### config.mk
export PLATFORM = sky130hd
export DESIGN_NAME = mul_result_flat
export DESIGN_NICKNAME = d
export VERILOG_FILES = /design/src/rtl/mdu_pkg.sv /design/src/rtl/mul_result_if.sv /design/src/rtl/mul_result_sel.sv /design/src/rtl/mul_result.sv /design/src/flat_wrapper.sv
export SDC_FILE = /design/constraint.sdc
export NUM_CORES = 1
export LEC_CHECK = 0
export CORE_UTILIZATION = 30
export CTS_CLUSTER_DIAMETER = 40
export DETAILED_ROUTE_END_ITERATION = 6
export PLACE_DENSITY_LB_ADDON = 0.2
export SKIP_LAST_GASP = 1
export SLEW_MARGIN = 20
export SYNTH_ARGS = -nofsm -noshare
export SYNTH_HDL_FRONTEND = slang
export SYNTH_SLANG_ARGS = --single-unit
export TNS_END_PERCENT = 20
### constraint.sdc
create_clock -name clk -period 5.2 [get_ports clk]
set_input_delay 0.52 -clock clk [delete_from_list [all_inputs] [get_ports clk]]
set_output_delay 0.52 -clock clk [all_outputs]
set_load 0.01 [all_outputs]
### src/rtl/mdu_pkg.sv
// MDU shared definitions: multiply funct3 codes and
// the result-buffer state encoding.
package mdu_pkg;

   localparam logic [2:0] F3_MUL    = 3'b000;
   localparam logic [2:0] F3_MULH   = 3'b001;
   localparam logic [2:0] F3_MULHSU = 3'b010;
   localparam logic [2:0] F3_MULHU  = 3'b011;

   typedef enum logic [1:0] {
      EMPTY = 2'd0,
      ONE   = 2'd1,
      FULL  = 2'd2
   } buf_state_t;

endpackage

### src/rtl/mul_result_if.sv
// Memory-to-Writeback handshake bundle for the
// multiply result buffer.
interface mul_result_if #(
   parameter int XLEN = 64
);
   logic [2*XLEN-1:0] ProdM;
   logic [2:0]        Funct3M;
   logic              WM;
   logic              MulValidM;
   logic              MulReadyM;
   logic              FlushW;
   logic              ResultReadyW;
   logic              MulValidW;
   logic [XLEN-1:0]   MulResultW;

   modport master (
      output ProdM, Funct3M, WM, MulValidM,
      output FlushW, ResultReadyW,
      input  MulReadyM, MulValidW, MulResultW
   );

   modport slave (
      input  ProdM, Funct3M, WM, MulValidM,
      input  FlushW, ResultReadyW,
      output MulReadyM, MulValidW, MulResultW
   );
endinterface

### src/rtl/mul_result_sel.sv
// Picks the architectural result out of the
// double-width product: low, high or MULW word.
module mul_result_sel
   import mdu_pkg::*;
#(
   parameter int XLEN = 64
) (
   input  logic [2*XLEN-1:0] prod,
   input  logic [2:0]        funct3,
   input  logic              word,
   output logic [XLEN-1:0]   result
);

   logic            word_op;
   logic            hi_op;
   logic [XLEN-1:0] wext;

   // Word ops only exist on RV64
   assign word_op = word && (XLEN == 64);
   assign hi_op   = !word_op &&
                    (funct3 == F3_MULH ||
                     funct3 == F3_MULHSU ||
                     funct3 == F3_MULHU);
   assign wext    = XLEN'($signed(prod[31:0]));

   always_comb begin
      result = prod[XLEN-1:0];
      unique case (1'b1)
         word_op: result = wext;
         hi_op:   result = prod[2*XLEN-1:XLEN];
         default: result = prod[XLEN-1:0];
      endcase
   end

endmodule

### src/rtl/mul_result.sv
// Multiply result stage: select plus a 2-entry
// head/skid buffer toward Writeback.
module mul_result
   import mdu_pkg::*;
#(
   parameter int XLEN = 64
) (
   input logic         clk,
   input logic         reset,
   mul_result_if.slave bus
);

   buf_state_t      state;
   buf_state_t      state_nxt;
   logic            ready;
   logic            valid;
   logic            accept;
   logic            pop;
   logic            ld_head_sel;
   logic            ld_head_skid;
   logic            ld_skid;
   logic [XLEN-1:0] sel;
   logic [XLEN-1:0] head;
   logic [XLEN-1:0] skid;

   mul_result_sel #(.XLEN(XLEN)) u_sel (
      .prod   (bus.ProdM),
      .funct3 (bus.Funct3M),
      .word   (bus.WM),
      .result (sel)
   );

   // Ready depends on state only, never on ResultReadyW
   assign ready  = (state != FULL);
   assign valid  = (state != EMPTY);
   assign accept = bus.MulValidM & ready;
   assign pop    = valid & bus.ResultReadyW;

   assign bus.MulReadyM  = ready;
   assign bus.MulValidW  = valid;
   assign bus.MulResultW = head;

   always_ff @(posedge clk or negedge reset) begin
      if (!reset) state <= EMPTY;
      else        state <= state_nxt;
   end

   always_comb begin
      state_nxt = state;
      unique case (state)
         EMPTY: if (accept) state_nxt = ONE;
         ONE: begin
            if (accept && !pop)      state_nxt = FULL;
            else if (pop && !accept) state_nxt = EMPTY;
         end
         FULL:    if (pop) state_nxt = ONE;
         default: state_nxt = EMPTY;
      endcase
      if (bus.FlushW) state_nxt = EMPTY;
   end

   always_comb begin
      ld_head_sel  = 1'b0;
      ld_head_skid = 1'b0;
      ld_skid      = 1'b0;
      unique case (state)
         EMPTY: ld_head_sel = accept;
         ONE: begin
            ld_head_sel = accept & pop;
            ld_skid     = accept & !pop;
         end
         FULL:    ld_head_skid = pop;
         default: ;
      endcase
   end

   always_ff @(posedge clk or negedge reset) begin
      if (!reset) begin
         head <= '0;
         skid <= '0;
      end else if (bus.FlushW) begin
         head <= '0;
         skid <= '0;
      end else begin
         if (ld_head_sel)       head <= sel;
         else if (ld_head_skid) head <= skid;
         if (ld_skid)           skid <= sel;
      end
   end

endmodule
### src/flat_wrapper.sv
// flat-port wrapper written by rule: the top's interface ports become plain ports
module mul_result_flat import mdu_pkg::*;
#(
   parameter int XLEN = 64
)
  (clk, reset, bus_ProdM, bus_Funct3M, bus_WM, bus_MulValidM, bus_FlushW, bus_ResultReadyW, bus_MulReadyM, bus_MulValidW, bus_MulResultW);
  mul_result_if #(.XLEN(XLEN)) bus_i ();
  input logic clk;
  input logic reset;
  input wire logic [$bits(bus_i.ProdM)-1:0] bus_ProdM;
  input wire logic [$bits(bus_i.Funct3M)-1:0] bus_Funct3M;
  input wire logic [$bits(bus_i.WM)-1:0] bus_WM;
  input wire logic [$bits(bus_i.MulValidM)-1:0] bus_MulValidM;
  input wire logic [$bits(bus_i.FlushW)-1:0] bus_FlushW;
  input wire logic [$bits(bus_i.ResultReadyW)-1:0] bus_ResultReadyW;
  output wire logic [$bits(bus_i.MulReadyM)-1:0] bus_MulReadyM;
  output wire logic [$bits(bus_i.MulValidW)-1:0] bus_MulValidW;
  output wire logic [$bits(bus_i.MulResultW)-1:0] bus_MulResultW;
  assign bus_i.ProdM = bus_ProdM;
  assign bus_i.Funct3M = bus_Funct3M;
  assign bus_i.WM = bus_WM;
  assign bus_i.MulValidM = bus_MulValidM;
  assign bus_i.FlushW = bus_FlushW;
  assign bus_i.ResultReadyW = bus_ResultReadyW;
  assign bus_MulReadyM = bus_i.MulReadyM;
  assign bus_MulValidW = bus_i.MulValidW;
  assign bus_MulResultW = bus_i.MulResultW;
  mul_result #(.XLEN(XLEN)) u_core (.clk(clk), .reset(reset), .bus(bus_i));
endmodule
==> flow_summary_export.csv <==
group,metric,value,unit
status,outcome,"finished clean",
yosys,yosysSeqAreaShare,51.5,%
floorplanning,die_height,147,um
yosys,synthSimpleGateAreaFrac,10.7,%
route,drt-wirelength-per-cell,17.6,um
clocking,numCtsBuffers,17,
setup_path,crit_type,"flop to flop",
sta,worst_slew_pin_slew,1030,ps
global_routing,grt_overflow,0,
clocking,root_buffer,"clkbuf_16",
sta,drv_slew,0,
setup_path,cp_top_family,"compound AO/OA/AOI/OAI gates",
place,port_buffers,202,
clocking,cts_resized,0,
yosys,synth_xor_area_share,0,%
sta,max_freq,0.339,GHz
layout,antennaDiodeCount,0,
global_routing,grt_pass1_wl,29.7,mm
setup_path,path_max_fanout,33,
sta,finalSetupTns,0,ps
layout,layout_common_cells,"clkdlybuf4s50_1 (201), dfrtp_1 (130), mux2i_1 (97), nand2_1 (97), o22ai_1 (64)",
place,gp_congestion,0.756,
clocking,post_cts_buffers,0,
global_routing,grt_max_degree,67,
place,dp_worst_setup_slack,2020,ps
layout,final_common_cell,"clkdlybuf4s50_1",
clocking,clkTransAtPathRegs,60,ps
floorplanning,ios,203,
route,ant_nets,0,
sta,setup_slack,2250,ps
run,cap_violations,0,
pwr,leakagePower,4.24,nW
pwr,p_per_area,310,nW/um^2
setup_path,startpoint_type,"flop",
sta,period_share,56.8,%
floorplanning,coreArea,20400,sq um
route,drtPass1Iterations,4,
floorplanning,die-area,21600,sq um
sta,rsz0062_at_grt,"no",
yosys,synth_top_family_by_area,"compound AO/OA/AOI/OAI gates",
yosys,synth_compound_area_share,17.0,%
sta,finalClockSkew,5.33,ps
global_routing,grt_pass1_vias,5636,
yosys,syn_nets,729,
global_routing,grtUsageTotal,17.5,%
sta,hold_violations,0,
clocking,clock_latency,410,ps
place,hpwl,11.9,mm
sta,fin_crit,2950,ps
setup_path,r2r_cells,9,
setup_path,critical_path_required,5540,ps
floorplanning,die_w,147,um
yosys,synthesis.instances,590,
sta,setup_viol,0,
sta,relSlewSlack,31.0,%
route,vias,5303,
setup_path,worst-path-buf-inv,2,
clocking,cts_hold_buffers,0,
clocking,cts.path.max_buffers,2,
yosys,syn_area,6320,sq um
layout,fillers,1910,
setup_path,cp_num_cells,9,
setup_path,max_stage_delay,830,ps
yosys,synth.area.mux_share,15.6,%
clocking,cts_max_level,4,
floorplanning,start_util,30.9,%
route,drt-initial-drc-count,205,
setup_path,critPathSlowestCell,"a21oi_4",
clocking,clock-sinks,130,
clocking,cts_tree,"built",
route,drc,0,
pwr,totalPowerFinal,2.81,mW
route,finalWirelength,18.6,mm
layout,fin_util,44.4,%
yosys,yosysWarnings,0,
layout,final_cells,1058,
setup_path,worstSetupEndpointType,"flop",
worst_hold_path,hold_class,"input pin to async pin",
pwr,vdd_ir_drop_max,0.000212,V
layout,syn_to_final_growth,43.5,%
yosys,yosysUniqueCellTypes,32,
floorplanning,row_count,52,
route,vias_per_cell,5.01,
yosys,syn_area_per_cell,10.7,sq um
yosys,synthAdderAreaFrac,0.396,%
global_routing,grt_antenna_before_repair,0,
setup_path,crit_chain,"or2_2 -> and2_1 -> inv_1 -> ha_1 -> nor2b_4 -> nand3_2 -> buf_4 -> a21oi_4 -> a22o_1",
place,dp.cells,1026,
yosys,ys_ff_latch,130,
setup_path,cp.arrival,3290,ps
layout,final_nets,914,
layout,drive_above_1_share,6.98,%
==> through the flow <==
| stage | hold slack (ps) | instance area [sq um] |
|---|---|---|
| floorplan | 224 | 6320 |
| global placement | 461 | 8470 |
| detailed placement | 470 | 8470 |
| CTS | 226 | 9070 |
| global route | 268 | 9070 |
| finish | 201 | 9070 |
==> logic make-up (layout without fill, tap and decap cells) <==
logic type | after synthesis | in the layout
AOI/OAI and AO/OA | 167 | 167
and+or+nand+nor | 144 | 144
DFF | 130 | 130
muxes | 98 | 98
buffers and inverters | 49 | 247
adders and majority gates | 2 | 2
==> cells in the mapped netlist <==
library cell	number	share of area [%]
dfrtp_1	130	51
mux2i_1	97	15
nand2_1	97	5.8
o22ai_1	64	6.3
and2_1	34	3.4
a21oi_1	33	2.6
a22o_1	32	4.4
o21ai_1	27	2.1
buf_2	25	2.0
buf_6	10	1.8
clkbuf_1	6	0.36
nor2_1	5	0.30
o21ai_0	5	0.40
buf_4	4	0.48
inv_1	3	0.18
ha_1	2	0.40
a21o_4	1	0.24
a21oi_2	1	0.14
a21oi_4	1	0.26
a31oi_1	1	0.099
inv_2	1	0.059
mux2_4	1	0.24
nand2_2	1	0.099
nand2b_1	1	0.099
nand3_2	1	0.16
nand3_4	1	0.28
nand3b_1	1	0.12
nor2_4	1	0.18
nor2b_4	1	0.22
o21ba_2	1	0.16
o21bai_2	1	0.18
or2_2	1	0.099
==> layout make-up <==
type / count / area [sq um] / area share [%]
sequential: 130 / 3250 / 35.9
multi-input combinational: 411 / 2770 / 30.6
timing repair buffer: 211 / 2090 / 23.0
clock buffer: 17 / 425 / 4.69
tap: 270 / 338 / 3.73
clock inverter: 15 / 174 / 1.92
inverter: 4 / 15.0 / 0.166
==> per-layer routing <==
| metal | GRT usage (%) | wire length, um | vias up |
|---|---|---|---|
| met3 | 3.88 | 1020 | 16 |
| met4 | 5.21 | 218 | 0 |
| met2 | 29.0 | 8780 | 180 |
| met1 | 22.7 | 8560 | 2616 |
| met5 | 0 | 0 | - |
| li1 | - | - | 2491 |
==> power breakdown <==
| part | total [mW] | internal, mW | switching, mW |
|---|---|---|---|
| logic | 0.482 | 0.256 | 0.226 |
| clock network | 1.21 | 0.722 | 0.485 |
| registers | 1.12 | 1.08 | 0.0421 |
| total | 2.81 | 2.05 | 0.753 |
==> registers in the layout, indices dropped and copies added (netlist names) <==
name,count
u_core.bus.MulResultW,64
u_core.skid,64
u_core.state,2
==> worst paths after layout <==
path	startpoint	to	slack, ps
hold / removal	reset	u_core.skid[20]$_DFFE_PN0P_	200
min in group clk	u_core.skid[31]$_DFFE_PN0P_	u_core.skid[31]$_DFFE_PN0P_	480
max in group asynchronous	reset	u_core.skid[63]$_DFFE_PN0P_	3590
setup / recovery	u_core.state[0]$_DFFE_PN0P_	u_core.skid[56]$_DFFE_PN0P_	2250
setup reg to reg	u_core.state[0]$_DFFE_PN0P_	u_core.skid[56]$_DFFE_PN0P_	2250
hold reg to reg	u_core.skid[31]$_DFFE_PN0P_	u_core.skid[31]$_DFFE_PN0P_	480
No activity file was read; power rests on OpenSTA's default activity.
